--- src/rtl/uart_rx_fifo_feeder_if.sv ---
// FIFO write-side bundle between the UART receiver and the board FIFO.
// Members: dout (byte to FIFO din), wen (write strobe), wfull (FIFO full).
interface uart_rx_fifo_feeder_if #(
   parameter int DW = 8
);
   logic [DW-1:0] dout;
   logic          wen;
   logic          wfull;

   modport master (
      output dout,
      output wen,
      input  wfull
   );

   modport slave (
      input  dout,
      input  wen,
      output wfull
   );
endinterface

--- src/rtl/uart_rx_fifo_feeder.sv ---
// UART receiver (8N1, or 8E1 with `UART_RX_PARITY_EN) that writes each good
// byte straight into a synchronous FIFO, dropping it with overrun when full.
// Ports: clk, rst (sync, active-high), rx (async line, idles high),
//   fifo (master: dout/wen out, wfull in), busy, frame_err, overrun,
//   parity_err (one-cycle registered pulses; parity_err is 0 unless
//   UART_RX_PARITY_EN is defined).
module uart_rx_fifo_feeder #(
   parameter int DW     = 8,
   parameter int CLK_HZ = 100_000_000,
   parameter int BAUD   = 115200
) (
   input  logic                  clk,
   input  logic                  rst,
   input  logic                  rx,
   uart_rx_fifo_feeder_if.master fifo,
   output logic                  busy,
   output logic                  frame_err,
   output logic                  overrun,
   output logic                  parity_err
);
   localparam int CPB = CLK_HZ / BAUD;
   localparam int CW  = $clog2(CPB);
   localparam int BW  = $clog2(DW) + 1;

   localparam logic [CW-1:0] LAST  = CW'(CPB - 1);
   localparam logic [CW-1:0] MID   = CW'(CPB / 2 - 1);
   localparam logic [BW-1:0] BLAST = BW'(DW - 1);

   typedef enum logic [2:0] {
      IDLE,
      START,
      DATA,
`ifdef UART_RX_PARITY_EN
      PARITY,
`endif
      STOP,
      WAIT_HIGH
   } state_t;

   state_t        state_q, state_d;
   logic          rx_m, rx_s;
   logic [CW-1:0] cnt_q, cnt_d;
   logic [BW-1:0] bit_q, bit_d;
   logic [DW-1:0] shift_q, shift_d;
   logic [DW-1:0] dout_q, dout_d;
   logic          wen_q, wen_d;
   logic          fe_q, fe_d;
   logic          ov_q, ov_d;
   logic          tick;
`ifdef UART_RX_PARITY_EN
   logic          par_q, par_d;
   logic          pe_q, pe_d;
   logic          perr;

   // Even parity: the parity bit equals the XOR of the data bits.
   assign perr       = par_q ^ (^shift_q);
   assign parity_err = pe_q;
`else
   assign parity_err = 1'b0;
`endif

   assign tick      = (cnt_q == LAST);
   assign busy      = (state_q != IDLE);
   assign frame_err = fe_q;
   assign overrun   = ov_q;
   assign fifo.dout = dout_q;
   assign fifo.wen  = wen_q;

   always_comb begin
      state_d = state_q;
      bit_d   = bit_q;
      shift_d = shift_q;
      dout_d  = dout_q;
      wen_d   = 1'b0;
      fe_d    = 1'b0;
      ov_d    = 1'b0;
`ifdef UART_RX_PARITY_EN
      par_d   = par_q;
      pe_d    = 1'b0;
`endif
      unique case (state_q)
         IDLE: begin
            if (!rx_s) state_d = START;
         end
         START: begin
            // Still low at mid start bit: real frame, else a glitch.
            if (cnt_q == MID) begin
               state_d = rx_s ? IDLE : DATA;
               bit_d   = '0;
            end
         end
         DATA: begin
            if (tick) begin
               shift_d = {rx_s, shift_q[DW-1:1]};
               bit_d   = bit_q + 1'b1;
               if (bit_q == BLAST) begin
`ifdef UART_RX_PARITY_EN
                  state_d = PARITY;
`else
                  state_d = STOP;
`endif
               end
            end
         end
`ifdef UART_RX_PARITY_EN
         PARITY: begin
            if (tick) begin
               par_d   = rx_s;
               state_d = STOP;
            end
         end
`endif
         STOP: begin
            // Leaving at mid stop bit gives half a bit to catch
            // a back-to-back start edge.
            if (tick) begin
               state_d = IDLE;
               if (!rx_s) begin
                  fe_d    = 1'b1;
                  state_d = WAIT_HIGH;
               end
`ifdef UART_RX_PARITY_EN
               else if (perr) begin
                  pe_d = 1'b1;
               end
`endif
               else if (fifo.wfull) begin
                  ov_d = 1'b1;
               end else begin
                  wen_d  = 1'b1;
                  dout_d = shift_q;
               end
            end
         end
         WAIT_HIGH: begin
            // A held-low break must not look like new start bits.
            if (rx_s) state_d = IDLE;
         end
         default: state_d = IDLE;
      endcase
      cnt_d = (state_d != state_q || tick) ? '0 : cnt_q + 1'b1;
   end

   always_ff @(posedge clk) begin
      if (rst) begin
         rx_m    <= 1'b1;
         rx_s    <= 1'b1;
         state_q <= IDLE;
         cnt_q   <= '0;
         bit_q   <= '0;
         shift_q <= '0;
         dout_q  <= '0;
         wen_q   <= 1'b0;
         fe_q    <= 1'b0;
         ov_q    <= 1'b0;
`ifdef UART_RX_PARITY_EN
         par_q   <= 1'b0;
         pe_q    <= 1'b0;
`endif
      end else begin
         rx_m    <= rx;
         rx_s    <= rx_m;
         state_q <= state_d;
         cnt_q   <= cnt_d;
         bit_q   <= bit_d;
         shift_q <= shift_d;
         dout_q  <= dout_d;
         wen_q   <= wen_d;
         fe_q    <= fe_d;
         ov_q    <= ov_d;
`ifdef UART_RX_PARITY_EN
         par_q   <= par_d;
         pe_q    <= pe_d;
`endif
      end
   end
endmodule

--- src/flat_wrapper.sv ---
// flat-port wrapper written by rule: the top's interface ports become plain ports
module uart_rx_fifo_feeder_flat 
#(
   parameter int DW     = 8,
   parameter int CLK_HZ = 100_000_000,
   parameter int BAUD   = 115200
)
  (clk, rst, rx, busy, frame_err, overrun, parity_err, fifo_dout, fifo_wen, fifo_wfull);
  uart_rx_fifo_feeder_if #(.DW(DW)) fifo_i ();
  input  logic clk;
  input  logic rst;
  input  logic rx;
  output logic busy;
  output logic frame_err;
  output logic overrun;
  output logic parity_err;
  output wire logic [$bits(fifo_i.dout)-1:0] fifo_dout;
  output wire logic [$bits(fifo_i.wen)-1:0] fifo_wen;
  input wire logic [$bits(fifo_i.wfull)-1:0] fifo_wfull;
  assign fifo_dout = fifo_i.dout;
  assign fifo_wen = fifo_i.wen;
  assign fifo_i.wfull = fifo_wfull;
  uart_rx_fifo_feeder #(.DW(DW), .CLK_HZ(CLK_HZ), .BAUD(BAUD)) u_core (.clk(clk), .rst(rst), .rx(rx), .fifo(fifo_i), .busy(busy), .frame_err(frame_err), .overrun(overrun), .parity_err(parity_err));
endmodule
--- config.mk ---
export PLATFORM = sky130hd
export DESIGN_NAME = uart_rx_fifo_feeder_flat
export DESIGN_NICKNAME = d
export VERILOG_FILES = /design/src/rtl/uart_rx_fifo_feeder_if.sv /design/src/rtl/uart_rx_fifo_feeder.sv /design/src/flat_wrapper.sv
export SDC_FILE = /design/constraint.sdc
export NUM_CORES = 1
export LEC_CHECK = 0
export BUFFER_PORTS_ARGS = -buffer_cell sky130_fd_sc_hd__buf_2
export CORE_UTILIZATION = 45
export CTS_CLUSTER_SIZE = 10
export DETAILED_ROUTE_END_ITERATION = 10
export GPL_TIMING_DRIVEN = 1
export PLACE_DENSITY_LB_ADDON = 0.15
export RECOVER_POWER = 100
export SLEW_MARGIN = 20
export SYNTH_ARGS = -nofsm -noshare
export SYNTH_HDL_FRONTEND = slang
export SYNTH_SLANG_ARGS = --single-unit
--- constraint.sdc ---
create_clock -name clk -period 5.7 [get_ports clk]
set_input_delay 0.285 -clock clk [delete_from_list [all_inputs] [get_ports clk]]
set_output_delay 0.285 -clock clk [all_outputs]
set_load 0.005 [all_outputs]
==> impl_metrics.py <==
metrics = {
    "run_status": {
        "outcome": "complete, no violations",
    },
    "worst_setup_path": {
        "path_max_fanout": 10,
        "reg2reg_slack_ns": 2.94,
        "start_kind": "flip-flop",
        "crit_buf_inv": 0,
        "slowest_delay_ns": 0.70,
        "worstPathRequired_ns": 5.89,
        "crit_chain": "ha_1, nand4bb_1, or3b_1, or4_1, a22oi_1, nor2_1",
        "cpMaxStageDelayCell": "a22oi_1",
        "critical_path_class": "flip-flop to flip-flop",
        "crit_arrival_ns": 2.95,
        "crit_family": "simple AND/OR/NAND/NOR gates",
        "crit_path_end_kind": "flip-flop",
    },
    "synthesis": {
        "synthTopCellsByArea": "dfxtp_1, mux2i_1, nor2_1, xor2_1, nand2_1",
        "yosysSeqAreaShare_pct": 47.1,
        "synth.distinct_cells": 33,
        "synth_top_family_by_area": "simple AND/OR/NAND/NOR gates",
        "synth_nets": 181,
        "ys_warn_count": 0,
        "synthAdderAreaFrac_pct": 2.33,
        "synth_compound_area_share_pct": 5.35,
        "synthMuxAreaShare_pct": 10.5,
        "synth_seq_cells": 38,
        "syn_area_mm2": 0.00161,
        "netlist.area_leader.share_pct": 47.1,
        "synth-simple-area-share_pct": 26.4,
        "syn_area_per_cell_um2": 9.28,
        "syn_inst": 174,
        "synth_xor_area_share_pct": 5.43,
        "yosysTopAreaCell": "dfxtp_1",
    },
    "sta": {
        "max_freq_ghz": 0.362,
        "finalHoldViolCount": 0,
        "worst_pin_slew_ns": 0.971,
        "rsz0062_at_grt": "false",
        "timing.final.crit_share_pct": 48.4,
        "setup_tns_ns": 0,
        "whs_ns": 0.123,
        "setup_violations": 0,
        "fin_skew_ns": 0.00406,
        "drv_slew": 0,
        "relSlewSlack_pct": 35.3,
        "final.min_clock_period_ns": 2.76,
    },
    "die": {
        "rows": 21,
        "start_util_pct": 47.6,
        "die_w_um": 61.9,
        "die-area_mm2": 0.00383,
        "ioPinCount": 17,
        "die_h_um": 61.9,
        "core_mm2": 0.00339,
    },
    "finish": {
        "layout.nets": 198,
        "area_growth_pct": 9.15,
        "fill_cells": 318,
        "n_antenna_cell": 0,
        "seqCellArea_um2": 761,
        "final_common_cell": "dfxtp_1",
        "drive_above_1_share_pct": 9.42,
        "final_cell_mix": "dfxtp_1, nor2_1, mux2i_1",
        "multiInputGateArea_um2": 788,
    },
    "clock_network": {
        "clk_pin_slew_worst_paths_ns": 0.10,
        "cts_tree": "done",
        "cts_resized": 0,
        "cts_hold_buf": 0,
        "cts_max_path_buffers": 2,
        "root_buffer": "clkbuf_4",
        "numCtsBuffers": 5,
        "cts-htree-levels": 2,
        "cts_setup_buffers": 0,
        "insertion_delay_ns": 0.33,
        "clock-sinks": 38,
    },
    "global_route": {
        "grt_pass1_vias": 976,
        "antenna_found_initial": 0,
        "grt_pass1_wl_um": 4270,
        "grt.overflow.total": 0,
        "grt_use_total_pct": 15.7,
        "grt_max_degree": 25,
    },
    "routing": {
        "avgRoutedWirePerCell_um": 11.4,
        "ant_nets": 0,
        "drtPass1Iterations": 4,
        "wl_um": 2700,
        "drtIter0Drc": 65,
        "viasPerCell": 5.08,
        "drc": 0,
        "routed-via-count": 1205,
    },
    "worst_hold_path": {
        "hold_path_class": "input pin to flip-flop",
    },
    "placement": {
        "hpwl_um": 1950,
        "place.gp.congestion": 0.846,
        "portBuffers": 15,
    },
    "power": {
        "ir_worst_vdd_uv": 116,
        "leakage_nw": 0.772,
        "powerDensity_mw_per_mm2": 267,
        "power.total_uw": 471,
    },
    "run": {
        "maxCapViolCount": 0,
    },
}
==> cell usage after synthesis <==
cell type,number
nand3_1,6
buf_4,1
nor3_1,7
or4b_4,1
conb_1,1
or3_1,1
nand4bb_1,2
or3b_4,1
nor3b_1,4
nor2_1,37
clkbuf_1,2
nor4_1,2
inv_1,3
a22oi_4,1
nand2_1,16
or2_2,3
buf_6,1
or4_4,1
nand2b_1,2
dfxtp_1,38
a31oi_1,2
mux2i_1,17
xor2_1,8
a21oi_1,3
a311oi_1,1
o21ai_1,1
or3_2,1
ha_1,3
a31o_2,1
buf_1,1
xnor2_1,2
o21ai_0,3
nor4bb_2,1
==> per-layer routing <==
metal	share of wire, %	vias up	global-route usage, %
li1	-	626	-
met1	50	548	20.2
met2	44	26	23.2
met3	4.5	5	4.97
met4	1.6	0	9.21
met5	0	-	0
==> state kept, by name, summed over array words and instances, names as in the netlist <==
name              flops
u_core.cnt_q         10
u_core.fifo.dout      8
u_core.shift_q        8
u_core.bit_q          4
u_core.state_q        3
u_core.fifo.wen       1
u_core.frame_err      1
u_core.overrun        1
u_core.rx_m           1
u_core.rx_s           1
==> cell families (layout without fill, tap and decap cells) <==
family,after synthesis,count (layout)
other,1,1
multiplexers,17,17
flip-flops,38,38
AND/OR/NAND/NOR,85,85
adder cells (fa/ha/maj),3,3
XOR/XNOR,10,10
buffers and inverters,8,25
AO/OA/AOI/OAI,12,12
==> stage by stage <==
| stage | std cells | util, % | cell area (um2) | setup slack (ns) |
|---|---|---|---|---|
| 2_1_floorplan | 174 | - | 1610 | 3.59 |
| 3_3_place_gp | 230 | 50.6 | 1720 | 3.41 |
| 3_5_place_dp | 230 | 50.6 | 1720 | 3.38 |
| 4_1_cts | 237 | 53.0 | 1800 | 3.35 |
| 5_1_grt | 237 | 52.0 | 1760 | 2.76 |
| 6_report | 237 | 52.0 | 1760 | 2.94 |
==> layout make-up <==
| type | count | share of cell area (%) |
|---|---|---|
| clock buffers | 6 | 2.91 |
| clock inverters | 1 | 1.70 |
| inverters | 3 | 0.639 |
| multi-input cells | 128 | 44.7 |
| flip-flops and latches | 38 | 43.2 |
| well taps | 46 | 3.27 |
| repair buffers | 15 | 3.55 |
==> report_power, final <==
group	internal (mW)	switching [mW]	total [mW]
logic	0.00599	0.0102	0.0162
clock network	0.102	0.0799	0.182
registers	0.269	0.00396	0.273
==> path summary, 6_finish.rpt <==
kind,start,to,cells after the start
min reg2reg,u_core.rx_m,u_core.rx_s,1
max reg2reg,u_core.cnt_q[0],u_core.cnt_q[5],6
max,u_core.cnt_q[0],u_core.cnt_q[5],6
min,rx,u_core.rx_m,2
No activity file was read; power rests on OpenSTA's default activity.
